### config.mk
export PLATFORM = sky130hd
export DESIGN_NAME = max_track_8
export DESIGN_NICKNAME = d
export VERILOG_FILES = /design/src/rtl/max_track_8.sv
export SDC_FILE = /design/constraint.sdc
export NUM_CORES = 1
export LEC_CHECK = 0
export BUFFER_PORTS_ARGS = -buffer_cell sky130_fd_sc_hd__buf_4
export CAP_MARGIN = 20
export CORE_MARGIN = 3
export CORE_UTILIZATION = 41
export DETAILED_ROUTE_END_ITERATION = 12
export GPL_TIMING_DRIVEN = 0
export PLACE_DENSITY = 0.81
export RECOVER_POWER = 25
export REMOVE_ABC_BUFFERS = 1
export SLEW_MARGIN = 20
export SYNTH_ARGS = -nofsm -noshare
export SYNTH_HDL_FRONTEND = slang
export SYNTH_SLANG_ARGS = --single-unit
### constraint.sdc
create_clock -name clk -period 1.3 [get_ports clk]
set_input_delay 0.13 -clock clk [delete_from_list [all_inputs] [get_ports clk]]
set_output_delay 0.13 -clock clk [all_outputs]
set_load 0.01 [all_outputs]
### src/rtl/max_track_8.sv
// -----------------------------------------------------------------------------
// max_track_8 -- per-frame maximum tracker with an external comparator.
//
// Accepts a stream of unsigned 8-bit samples grouped into frames (in_last marks
// the final sample). For each frame it reports the maximum value, the index of
// its first occurrence, the number of samples seen (saturating) and an overflow
// flag. The magnitude comparison itself is done outside the block: in_data and
// the stored maximum are presented combinationally on cmp_a/cmp_b and the
// comparator answers on cmp_eq/cmp_gt in the same cycle.
//
// Optional feature: define MAX_TRACK_TIE_COUNT_EN to build the tie counter
// (eq_cnt port). Without it eq_cnt is absent and cmp_eq is ignored.
//
// Ports:
//   clk, rst            clock, synchronous active-high reset
//   in_valid/in_ready   sample handshake; in_data sample, in_last end of frame
//   cmp_a, cmp_b        comparator operands (in_data, stored max)
//   cmp_eq, cmp_gt      comparator results for cmp_a vs cmp_b
//   res_valid/res_ready result handshake
//   max_val, max_idx    frame maximum and index of its first occurrence
//   cnt, ovf            accepted-sample count (saturating), overflow flag
//   eq_cnt              ties with the running maximum (tie counter build only)
// -----------------------------------------------------------------------------
module max_track_8 #(
  parameter int IDX_W = 8
) (
  input  logic             clk,
  input  logic             rst,
  input  logic             in_valid,
  output logic             in_ready,
  input  logic [7:0]       in_data,
  input  logic             in_last,
  output logic [7:0]       cmp_a,
  output logic [7:0]       cmp_b,
  input  logic             cmp_eq,
  input  logic             cmp_gt,
  output logic             res_valid,
  input  logic             res_ready,
  output logic [7:0]       max_val,
  output logic [IDX_W-1:0] max_idx,
  output logic [IDX_W-1:0] cnt,
  output logic             ovf
`ifdef MAX_TRACK_TIE_COUNT_EN
  ,
  output logic [IDX_W-1:0] eq_cnt
`endif
);

  localparam logic [IDX_W-1:0] CNT_MAX = {IDX_W{1'b1}};
  localparam logic [IDX_W-1:0] CNT_ONE = IDX_W'(1);

  typedef enum logic [1:0] {
    FIRST  = 2'd0,
    ACCUM  = 2'd1,
    RESULT = 2'd2
  } state_t;

  state_t state;

  logic             xfer;
  logic             cnt_sat;
  logic [IDX_W-1:0] cnt_nxt;

  assign in_ready = (state != RESULT);
  assign xfer     = in_valid && in_ready;

  // Comparator path is purely combinational; the answer is used in the same cycle.
  assign cmp_a = in_data;
  assign cmp_b = max_val;

  assign cnt_sat = (cnt == CNT_MAX);
  assign cnt_nxt = cnt_sat ? cnt : cnt + CNT_ONE;

`ifndef MAX_TRACK_TIE_COUNT_EN
  logic unused_cmp_eq;
  assign unused_cmp_eq = cmp_eq;
`endif

  always_ff @(posedge clk) begin
    if (rst) begin
      state     <= FIRST;
      res_valid <= 1'b0;
      max_val   <= '0;
      max_idx   <= '0;
      cnt       <= '0;
      ovf       <= 1'b0;
`ifdef MAX_TRACK_TIE_COUNT_EN
      eq_cnt    <= '0;
`endif
    end else begin
      case (state)
        FIRST: begin
          // First sample of a frame is the maximum by definition; no comparison.
          if (xfer) begin
            max_val <= in_data;
            max_idx <= '0;
            cnt     <= CNT_ONE;
            ovf     <= 1'b0;
`ifdef MAX_TRACK_TIE_COUNT_EN
            eq_cnt  <= '0;
`endif
            if (in_last) begin
              state     <= RESULT;
              res_valid <= 1'b1;
            end else begin
              state <= ACCUM;
            end
          end
        end

        ACCUM: begin
          if (xfer) begin
            // Strictly greater only: ties keep the earliest index. The current
            // count is the index of this sample, already clamped by saturation.
            if (cmp_gt) begin
              max_val <= in_data;
              max_idx <= cnt;
            end
            cnt <= cnt_nxt;
            if (cnt_sat) ovf <= 1'b1;
`ifdef MAX_TRACK_TIE_COUNT_EN
            if (cmp_gt)
              eq_cnt <= '0;
            else if (cmp_eq && (eq_cnt != CNT_MAX))
              eq_cnt <= eq_cnt + CNT_ONE;
`endif
            if (in_last) begin
              state     <= RESULT;
              res_valid <= 1'b1;
            end
          end
        end

        RESULT: begin
          // Result registers stay put here and after release, until the next
          // frame's first sample reloads them.
          if (res_ready) begin
            state     <= FIRST;
            res_valid <= 1'b0;
          end
        end

        default: begin
          state     <= FIRST;
          res_valid <= 1'b0;
        end
      endcase
    end
  end

endmodule

==> reports/metrics.csv <==
stage,metric,value,unit
status,failed_checks,setup timing,
worst_setup_path,endpoint_kind_of_the_worst_setup_timing_path,register,
detailed_routing,avgViaCountPerCell,5.238,
placed_design,dpl.hpwl,2077,µm
floorplanning,io-pin-count,58,
clock_network,clk-insertion-delay-late,0.32,ns
detailed_routing,drt-total-wl,3586,µm
clock_network,cts-htree-levels,1,
placed_design,globalplace.congestion,0.8433,
cells_and_area,drive_gt1_frac,0.3925,
detailed_routing,detailroute.via_count,1341,
sta,final-max-slew-violation-count,0,
sta,setup_violations,10,
sta,slew_headroom,0.7714,
job,drv.max_cap_violation_count,0,
power_and_ir_drop,p_int,0.001200,W
floorplanning,dieWidth,62.31,µm
clock_network,clock_tree.root_cell,sky130_fd_sc_hd__clkbuf_4,
cells_and_area,final_util,0.6303,
clock_network,clkSinkCount,28,
worst_setup_path,required_time_of_the_worst_setup_path,1.57,ns
global_route,grt_util_all_layers,0.1628,
power_and_ir_drop,peakVddDrop,0.5263,mV
sta,final_min_period_over_clock_period,1.150,
sta,final_period_minus_worst_setup_slack,1.495,ns
worst_setup_path,critPathLaunchType,register,
power_and_ir_drop,switching_share,0.2703,
floorplanning,die-height,62.31,µm
sta,grt_setup_unrepaired,yes,
logic_synthesis,yosysWarnings,0,
floorplanning,initial_core_util,0.4519,
cells_and_area,area_growth_syn_to_layout,39.46,%
logic_synthesis,post_synth_inst_count,163,
clock_network,tritoncts,built,
sta,timing_hold_violations_final,0,
detailed_routing,route.antenna.remaining_nets,0,
sta,setup_slack,-0.1951,ns
detailed_routing,detail_route.drc_violations,0,
sta,skew,0.002445,ns
logic_synthesis,synth.distinct_cells,30,
worst_setup_path,cp.arrival,1.76,ns
worst_setup_path,crit_fanout,4,
clock_network,clkTransAtPathRegs,0.15,ns
power_and_ir_drop,power_frac_seq,0.550,
sta,tightest_slew,0.3425,ns
floorplanning,row_cnt,19,
logic_synthesis,synth-main-ff-cell,sky130_fd_sc_hd__dfxtp_1,
sta,timing.setup.tns,-1.108,ns
cells_and_area,nNetsFinal,231,
logic_synthesis,syn_avg_cell_area,7.975,µm²
worst_hold_path,worst_hold_path_type,input pin to register,
detailed_routing,drt_iter0_markers,72,
clock_network,tritoncts.num_buffers,3,
global_route,global_route.overflow_total,0,
global_route,grt_antenna_before_repair,0,
logic_synthesis,synth_enable_flop_cells,0,
clock_network,clockBufferDepth,2,
global_route,grt_pass1_vias,1173,
sta,timing.fmax,668.8,MHz
detailed_routing,wire_per_inst,14.01,µm
global_route,grt_start_max_net_pins,28,
power_and_ir_drop,p_leak,0.7346,nW
power_and_ir_drop,power.density_cell_area,907.3,nW/µm²
power_and_ir_drop,comb_power_share,0.195,
logic_synthesis,ys_ff_latch,28,
logic_synthesis,synth_area,1300,µm²
worst_setup_path,class_of_the_most_critical_setup_path,register to register,
global_route,grt_first_pass_wirelength,5382,µm
placed_design,portBuffers,56,
detailed_routing,firstDrtPassIters,4,
logic_synthesis,ys_seq_area_frac,0.4312,
logic_synthesis,synth-async-reset-ratio,0,
power_and_ir_drop,sw_pwr,0.0004447,W
floorplanning,core,2877,µm²
status,outcome,finished with violations,
power_and_ir_drop,clock_power_share,0.255,
cells_and_area,diodes,0,
worst_setup_path,rrSetupSlack,-0.20,ns
floorplanning,design.die.area,3883,µm²
==> worst max-delay path: stages, from the launching register on <==
cell,delay [ns]
sky130_fd_sc_hd__dfxtp_4,0.39
sky130_fd_sc_hd__ha_4,0.16
sky130_fd_sc_hd__nand4_1,0.20
sky130_fd_sc_hd__o21ai_2,0.12
sky130_fd_sc_hd__or4_4,0.43
sky130_fd_sc_hd__a21oi_2,0.13
==> cell usage in the layout, fill, tap and decap left out, drive strengths merged, types with 2 or more instances in the layout <==
cell / n
buf: 55
o21a: 3
and2b: 3
nand4: 5
nand3: 10
nor2: 10
dfxtp: 28
a21oi: 26
clkbuf: 17
inv: 2
a31oi: 2
o21ai: 7
nand2: 31
or4: 2
==> path summary, 6_finish.rpt <==
| path | endpoint | cells past startpoint | from |
|---|---|---|---|
| worst max-delay path | cnt[7]$_SDFFE_PP0P_ | 5 | cnt[1]$_SDFFE_PP0P_ |
| worst min-delay path | state[0]$_SDFFE_PP0P_ | 2 | in_valid |
| worst max register to register | cnt[7]$_SDFFE_PP0P_ | 5 | cnt[1]$_SDFFE_PP0P_ |
| worst min register to register | max_idx[4]$_SDFFE_PP0P_ | 2 | max_idx[4]$_SDFFE_PP0P_ |
==> per-layer routing <==
metal	vias up	GRT usage	share of wire
li1	654	-	-
met1	605	0.2075	0.44
met2	76	0.2796	0.46
met3	6	0.04144	0.099
met4	0	0.03030	0.0086
met5	-	0	0
==> kinds of logic after synthesis <==
family,count (synthesis),share of synthesized area
and+or+nand+nor,66,0.2358
AOI/OAI and AO/OA,42,0.1819
DFF,28,0.4312
buffers and inverters,25,0.1338
muxes,1,0.007700
adders and majority gates,1,0.009623
==> synth_stat cells, types with 2 or more instances <==
library cell | instances | area, µm²
sky130_fd_sc_hd__o21a_1 | 2 | 15.01
sky130_fd_sc_hd__dfxtp_1 | 28 | 560.5
sky130_fd_sc_hd__nand3_1 | 10 | 50.05
sky130_fd_sc_hd__inv_1 | 2 | 7.510
sky130_fd_sc_hd__o21ai_0 | 5 | 25.02
sky130_fd_sc_hd__nand4_1 | 5 | 31.28
sky130_fd_sc_hd__o21ai_1 | 2 | 10.01
sky130_fd_sc_hd__a21oi_1 | 26 | 130.1
sky130_fd_sc_hd__a31oi_1 | 2 | 12.51
sky130_fd_sc_hd__nor2_1 | 10 | 37.54
sky130_fd_sc_hd__buf_4 | 19 | 142.6
sky130_fd_sc_hd__nand2_1 | 31 | 116.4
sky130_fd_sc_hd__and2b_1 | 3 | 22.52
sky130_fd_sc_hd__or4_1 | 2 | 15.01
==> power groups by stage <==
stage                     registers, W  clock network [W]  logic (W)
final                         0.000904           0.000420   0.000321
after global routing          0.000908           0.000454   0.000351
after CTS                     0.000904           0.000430   0.000305
after detailed placement      0.000928                  0   0.000263
after global placement        0.000927                  0   0.000258
after floorplan               0.000944                  0  0.0000860
==> layout make-up <==
cell class / count / area (µm²)
inverter: 2 / 7.507
tap: 42 / 52.55
clock buffer: 4 / 36.28
multi-input combinational: 111 / 649.4
fill: 253 / 1064
sequential: 28 / 579.3
timing repair buffer: 69 / 488.0
==> registers in the layout (all words and copies together) (netlist names) <==
name / cells
cmp_b: 8
cnt: 8
max_idx: 8
state: 2
ovf: 1
res_valid: 1
==> stage by stage <==
stage	setup WS [ns]	hold WS, ns	cells	total power, W	instance area [µm²]
after floorplan	-0.1683	0.1991	140	0.001030	1134
after global placement	-0.4306	0.3499	238	0.001186	1607
after detailed placement	-0.4778	0.3506	238	0.001192	1607
after CTS	-0.1187	0.03875	253	0.001639	1803
after global routing	-0.2437	0.04950	256	0.001713	1813
final	-0.1951	0.03665	256	0.001645	1813
==> what timing repair did <==
| action | CTS | global route |
|---|---|---|
| buffers inserted | 10 | 2 |
| pin swaps | 10 | 6 |
| resized for setup | 30 | 8 |
| hold endpoints to repair | 1 | 0 |
| gates cloned | 0 | 1 |
| hold buffers | 1 | 0 |
| endpoints found under the setup margin | 25 | 26 |
No activity file was read; power rests on OpenSTA's default activity.
